## src/rtl/led_scan_ctrl.sv

```systemverilog
// led_scan_ctrl: time-multiplexed scan controller for a common-anode 7-segment
// display. One external led_decode instance is shared by all digits: dh selects
// the nibble, and seg_data comes back to be registered onto seg. Each digit slot
// begins with a blank interval to suppress ghosting. New values wait for the
// frame boundary so that a frame is never drawn with a mix of old and new digits.
module led_scan_ctrl #(
    parameter int DIGITS   = 4,
    parameter int PRESCALE = 50000,
    parameter int BLANK    = 16
) (
    input  logic                  clk,
    input  logic                  rst,
    input  logic                  load,
    input  logic [4*DIGITS-1:0]   value,
    input  logic [DIGITS-1:0]     dp_mask,
    input  logic                  lz_en,
    output logic [3:0]            dh,
    input  logic [7:0]            seg_data,
    output logic [7:0]            seg,
    output logic [DIGITS-1:0]     an,
    output logic                  frame_tick,
    output logic                  pending
);

    localparam int CW = (PRESCALE > 1) ? $clog2(PRESCALE) : 1;
    localparam int IW = (DIGITS > 1) ? $clog2(DIGITS) : 1;

    logic [CW-1:0]         cnt_q, cnt_d;
    logic [IW-1:0]         idx_q, idx_d;
    logic [4*DIGITS-1:0]   shown_val_q, shown_val_d;
    logic [DIGITS-1:0]     shown_dp_q, shown_dp_d;
    logic [4*DIGITS-1:0]   cap_val_q, cap_val_d;
    logic [DIGITS-1:0]     cap_dp_q, cap_dp_d;
    logic                  pending_q, pending_d;
    logic [7:0]            seg_q, seg_d;
    logic [DIGITS-1:0]     an_q, an_d;
    logic                  frame_tick_q, frame_tick_d;

    logic                  cnt_end, idx_end, boundary;
    logic                  cur_dp, lz_blank, hi_zero;
    logic [DIGITS-1:0]     an_sel;

    // Per-digit selection: nibble for the decoder, dp bit, anode pattern and
    // leading-zero test (digit idx and every higher digit are zero).
    always_comb begin
        dh       = 4'd0;
        cur_dp   = 1'b0;
        an_sel   = '1;
        lz_blank = 1'b0;
        hi_zero  = 1'b1;
        for (int i = 0; i < DIGITS; i++) begin
            if (idx_q == IW'(i)) begin
                dh        = shown_val_q[4*i +: 4];
                cur_dp    = shown_dp_q[i];
                an_sel[i] = 1'b0;
            end
        end
        // Walk down from the top digit; digit 0 is never considered.
        for (int i = DIGITS - 1; i >= 1; i--) begin
            hi_zero = hi_zero & (shown_val_q[4*i +: 4] == 4'd0);
            if (idx_q == IW'(i)) lz_blank = lz_en & hi_zero;
        end
    end

    // Slot/digit counters, output decode and frame-boundary value handoff.
    always_comb begin
        cnt_end  = (cnt_q == CW'(PRESCALE - 1));
        idx_end  = (idx_q == IW'(DIGITS - 1));
        boundary = cnt_end & idx_end;

        cnt_d = cnt_end ? '0 : cnt_q + CW'(1);
        idx_d = idx_q;
        if (cnt_end) idx_d = idx_end ? '0 : idx_q + IW'(1);

        // Outputs lag the (cnt, idx) that produced them by one cycle.
        if (cnt_q < CW'(BLANK) || lz_blank) begin
            an_d  = '1;
            seg_d = 8'hFF;
        end else begin
            an_d  = an_sel;
            seg_d = {~cur_dp, seg_data[6:0]};
        end
        frame_tick_d = boundary;

        shown_val_d = shown_val_q;
        shown_dp_d  = shown_dp_q;
        cap_val_d   = cap_val_q;
        cap_dp_d    = cap_dp_q;
        pending_d   = pending_q;
        if (boundary) begin
            // A load on the boundary cycle itself bypasses the capture.
            if (load) begin
                shown_val_d = value;
                shown_dp_d  = dp_mask;
                pending_d   = 1'b0;
            end else if (pending_q) begin
                shown_val_d = cap_val_q;
                shown_dp_d  = cap_dp_q;
                pending_d   = 1'b0;
            end
        end else if (load) begin
            cap_val_d = value;
            cap_dp_d  = dp_mask;
            pending_d = 1'b1;
        end
    end

    // State and registered outputs; reset also discards any waiting capture.
    always_ff @(posedge clk or posedge rst) begin
        if (rst) begin
            cnt_q        <= '0;
            idx_q        <= '0;
            shown_val_q  <= '0;
            shown_dp_q   <= '0;
            cap_val_q    <= '0;
            cap_dp_q     <= '0;
            pending_q    <= 1'b0;
            seg_q        <= 8'hFF;
            an_q         <= '1;
            frame_tick_q <= 1'b0;
        end else begin
            cnt_q        <= cnt_d;
            idx_q        <= idx_d;
            shown_val_q  <= shown_val_d;
            shown_dp_q   <= shown_dp_d;
            cap_val_q    <= cap_val_d;
            cap_dp_q     <= cap_dp_d;
            pending_q    <= pending_d;
            seg_q        <= seg_d;
            an_q         <= an_d;
            frame_tick_q <= frame_tick_d;
        end
    end

    assign seg        = seg_q;
    assign an         = an_q;
    assign frame_tick = frame_tick_q;
    assign pending    = pending_q;

endmodule

```

## config.mk

```make
export PLATFORM = sky130hd
export DESIGN_NAME = led_scan_ctrl
export DESIGN_NICKNAME = d
export VERILOG_FILES = /design/src/rtl/led_scan_ctrl.sv
export SDC_FILE = /design/constraint.sdc
export NUM_CORES = 1
export LEC_CHECK = 0
export ABC_AREA = 1
export CORE_ASPECT_RATIO = 1.5
export CORE_MARGIN = 2
export CORE_UTILIZATION = 35
export DETAILED_ROUTE_END_ITERATION = 8
export PLACE_DENSITY = 0.62
export SLEW_MARGIN = 10
export SYNTH_ARGS = -nofsm -noshare
export SYNTH_HDL_FRONTEND = slang
export SYNTH_SLANG_ARGS = --single-unit
```

## constraint.sdc

```tcl
create_clock -name clk -period 3.4 [get_ports clk]
set_clock_uncertainty 0.15 [all_clocks]
set_input_delay 0.68 -clock clk [delete_from_list [all_inputs] [get_ports clk]]
set_output_delay 0.68 -clock clk [all_outputs]
set_load 0.02 [all_outputs]
```

-- Yosys cells after proc, flatten, opt, wreduce, memory -nomap -nowiden
Cells that the tools add are included.
- reductions and logical operators: 9
- muxes and demuxes: 25
- equality and inequality tests: 4
- bitwise gates (word level): 8
- $lt $le $gt $ge: 1
- $add $sub $neg: 2
- operator list (kind ; number):
    16-bit 2-to-1 mux ; 3
    4-bit 2-to-1 mux ; 7
    16-bit by 1-bit adder with 16-bit output, second input constant ; 1
    16-bit equality test, second input constant ; 1
    16-bit by 5-bit < comparator with 1-bit output, second input constant ; 1
    1-bit 2-to-1 mux ; 13
    4-bit logical NOT ; 3
    8-bit 2-to-1 mux ; 1
    1-bit bitwise AND ; 6
    2-bit equality test, second input constant ; 2
    2-bit AND reduction ; 2
    2-bit nonzero test ; 2
    2-bit by 1-bit adder with 2-bit output, second input constant ; 1
    2-bit by 1-bit equality test with 1-bit output, second input constant ; 1
    2-bit logical NOT ; 1
    2-bit 2-to-1 mux ; 1
    1-bit inverter ; 2
    1-bit logical OR ; 1
- bits of input ports: 32
- register bits: 72
- word-level logic and storage cells: 59
- output and inout bits: 18

-- Longest topological paths before layout
- word-level depth: 7
- mapped depth: 9
- mapped depth without buffers: 8

-- Least setup slack after synthesis
No wires, ideal clock.
- kind: reg2out
- start: register idx_q[1]
- end: output dh[1]
- data arrival time: 1313 ps
- slack: 1257 ps
- required time: 2570 ps
- cell stages (with the launch flop): 8
- buffers on the path: 1
- cells stage by stage: dfrtp_1 -> inv_1 -> ha_1 -> buf_2 -> nand2_1 -> o21ai_0 -> nand2_1 -> a21oi_1
- word-level cells in the longest chain between the ends: 5
- elaborated cells between the ends (all ways): 8
- those cells by class: 3 x eq/ne; 4 x mux; 1 x reduce/logical
- RTL lines (what ; line ; RTL):
    start: declaration ; 29 ; logic [IW-1:0] idx_q, idx_d;
    start signal: assignment ; 123 ; idx_q <= idx_d;
    2-bit logical NOT ; 52 ; if (idx_q == IW'(i)) begin
    4-bit 2-to-1 mux (3 in a row) ; 52 ;
    4-bit 2-to-1 mux (*) ; 52 ;
    end: declaration ; 17 ; output logic [3:0] dh,
Mark *: on every way between the ends. The rest lies on a longest branch, timed or not.

-- Final worst setup path
- start: register idx_q[0]
- end: output dh[2]
Same word-level chain as after synthesis.

==> metrics.md <==
| Metric | Value |
|---|---|
| Dominant synthesized flop cell | `dfrtp_1` |
| Seq pwr share | `~44%` |
| Slowest cell on crit path | `clkdlybuf4s50_1` |
| Setup crit end kind | `output port` |
| Post-Syn Nets | `508` |
| Synth-to-layout area growth | `23.29%` |
| # Post-CTS Setup Buffers | `0` |
| Sw frac | `between 20% and 30%` |
| Switching Power | `roughly 430 uW` |
| Worst slew pin tran | `around 800 ps` |
| Max-cap violations | `0` |
| EDFF count, synth | `0` |
| Area share of the largest cell type after synthesis | `40.68%` |
| Worst setup path start | `idx_q[0]$_DFFE_PP0N_` |
| Grt ovf | `0` |
| CTS buffer count | `9` |
| Post-Layout Cell Count | `~660` |
| Starting Density | `36.22%` |
| Max-slew violations | `0` |
| Peak supply drop | `266.4 uV` |
| Count of final setup violators | `0` |
| CTS-repair resized insts | `0` |
| Hold Crit Class | `flop to flop` |
| Cts hold-fix bufs | `0` |
| 1st-iter DRT viols | `182` |
| Commonest non-fill, non-tap cell in the layout | `nand2_1` |
| Vias | `between 3000 and 4000` |
| CTS Buffer Depth | `2` |
| Clock tree from TritonCTS | `done` |
| FMAX | `~310 MHz` |
| DRT Pass-1 Iters | `4` |
| FP Rows | `45` |
| Die H | `between 100 and 150 um` |
| RSZ-0062 raised after global routing | `false` |
| Initial antenna violation count | `0` |
| DRC | `0` |
| Post-route cell area | `~4600 um^2` |
| Core area | `10190 um^2` |
| WL per Instance | `roughly 13 um` |
| Clock-pin slew on the worst setup and hold paths | `50 ps` |
| Clk sink count | `72` |
| Clock Latency Late Sink | `approximately 330 ps` |
| Post-synth top area cell | `dfrtp_1` |
| First-pass GRT wire length | `around 14 mm` |
| Share of flip-flops with an asynchronous set or reset | `100.0%` |
| Post-Route WL | `between 8 and 9 mm` |
| Max incr delay on CP | `about 640 ps` |
| H-tree levels | `3` |
| Mapped Area | `approximately 3700 um^2` |
| Synth warnings | `0` |
| Clock power share | `between 40% and 50%` |
| Post-DP Area | `approximately 4200 um^2` |
| Fin crit share | `a little over nine tenths` |
| Placed Cells | `640` |
| Inserted Diodes | `0` |
| Library cells used by synthesis | `28` |
| Post-Syn Instances | `around 470` |
| GP Congestion | `0.7967` |
| Root buf cell | `clkbuf_16` |
| Number of I/O port buffers | `between 40 and 50` |
| Comb power frac | `under 10%` |
| Top Family by Delay on Critical Path | `buffers and inverters` |
| Syn_area_per_cell | `a little under 8 um^2` |
| Setup crit start kind | `flop` |
| Die width | `~88 um` |
| Most used cell, CP | `nand2_1` |
| Largest net degree at the start of global routing | `73` |
| WHS | `320.6 ps` |
| Die Area | `11400 um^2` |
| Synth Register Bits | `slightly above 70` |
| I/O pin count | `50` |
| Crit path cell chain | `inv_1 -> ha_1 -> nand2_1 -> o21ai_0 -> nand2_1 -> a21oi_1 -> clkdlybuf4s50_1` |
| Vias in the first global route | `around 2900` |
| Internal power | `1.626 mW` |
| # nets final | `approximately 550` |
| Worst-path maximum fanout | `6` |
| WP buf/inv | `2` |
| Hold Crit Start | `cap_val_q[3]$_DFFE_PP0P_` |
| Reg-to-Reg Start | `idx_q[1]$_DFFE_PP0N_` |
| Final min period | `3194 ps` |
| Slew HR | `between 40 and 50%` |
| Most frequent cells in the layout | `143 x nand2_1, 60 x dfrtp_1, 53 x inv_1` |
| Final hold viol count | `0` |
| P_leak | `approximately 2.2 nW` |
| CP Class | `flop to output port` |
| CP required | `approximately 2600 ps` |
| Sequential share of the synthesized area | `49.22%` |
| Status | `completed` |
| GRT Total Usage | `~16%` |
| Ranking of synthesized cells by area | `dfrtp_1 41%, nand2_1 15%, dfstp_2 8.5%` |
| Power Density | `approximately 450 nW/um^2` |
| Antenna Nets Post-Route | `0` |
| Layout cells sized above 1 | `just under 8%` |
| Data arrival, critical path | `2360 ps` |
| Vias/cell | `between 4 and 5` |
| Setup_tns | `0 ps` |
| DP HPWL | `roughly 5.7 mm` |
-- power by group through the flow --
stage / registers (mW) / logic [mW] / clock network (mW)
global placement: 0.911 / 0.134 / 0
global route: 0.900 / 0.153 / 1.09
detailed placement: 0.912 / 0.137 / 0
finish: 0.897 / 0.133 / 1.03
floorplan: 0.916 / 0.0685 / 0
CTS: 0.897 / 0.137 / 1.06
-- area by class of cell --
type | instances | area [um^2]
clock buffer | 12 | 256.5
clock inverter | 3 | 65.06
fill | 1038 | 5640
inverter | 55 | 206.4
multi-input combinational | 320 | 1511
sequential | 72 | 1817
tap | 141 | 176.4
timing repair buffer | 52 | 518.0
-- routing by layer --
metal	vias to the layer above	part of all wire, %	wire, um	track usage, %
met5	-	0	0	0
met1	1426	44	3643	19.22
met4	0	1.8	147	6.063
met3	12	4.1	344	3.858
met2	69	50	4189	26.07
li1	1569	-	-	-
-- worst min-delay path: cells and delay by family (launching register included) --
family           cells  cell delay, ps
AND/OR/NAND/NOR      2             110
flip-flops           1             340
-- cell families after synthesis --
logic type / share of synthesized area (%)
and+or+nand+nor: 31.15
buffers and inverters: 9.830
xor gates and xnor gates: 2.136
AOI/OAI and AO/OA: 5.966
adders and majority gates: 1.695
DFF: 49.22
-- per-stage QoR --
step	power, mW	worst slack (ps)	util [%]
after global routing	2.142	20.76	44.65
after global placement	1.045	645.4	41.50
after CTS	2.090	235.4	44.65
after floorplan	0.9846	764.9	-
final	2.058	206.2	44.65
after detailed placement	1.049	592.7	41.50
-- final timing paths --
check | to | slack, ps | cells past startpoint
min | cap_val_q[3]$_DFFE_PP0P_ | 320 | 2
max | dh[2] | 210 | 7
min reg2reg | cap_val_q[3]$_DFFE_PP0P_ | 320 | 2
min in group asynchronous | cnt_q[10]$_DFF_PP0_ | 600 | 3
max reg2reg | cap_val_q[2]$_DFFE_PP0P_ | 990 | 6
max in group asynchronous | seg[1]$_DFF_PP1_ | 2170 | 3
-- cells in the mapped netlist (all sizes together), types with 5 or more instances --
| library cell | number |
|---|---|
| dfstp | 12 |
| nand4 | 23 |
| nor2 | 42 |
| a21oi | 12 |
| inv | 54 |
| dfrtp | 60 |
| buf | 19 |
| xor2 | 9 |
| nor3 | 5 |
| clkbuf | 5 |
| nand2 | 145 |
| nand3 | 46 |
| ha | 5 |
| o21ai | 29 |
-- state kept, by name, indices dropped and copies added, names as in the netlist --
name and count:
an 4, cap_dp_q 4, cap_val_q 16, cnt_q 16, frame_tick 1, idx_q 2, pending 1, seg 8
shown_dp_q 4, shown_val_q 16
(Power assumes the default switching activity.)
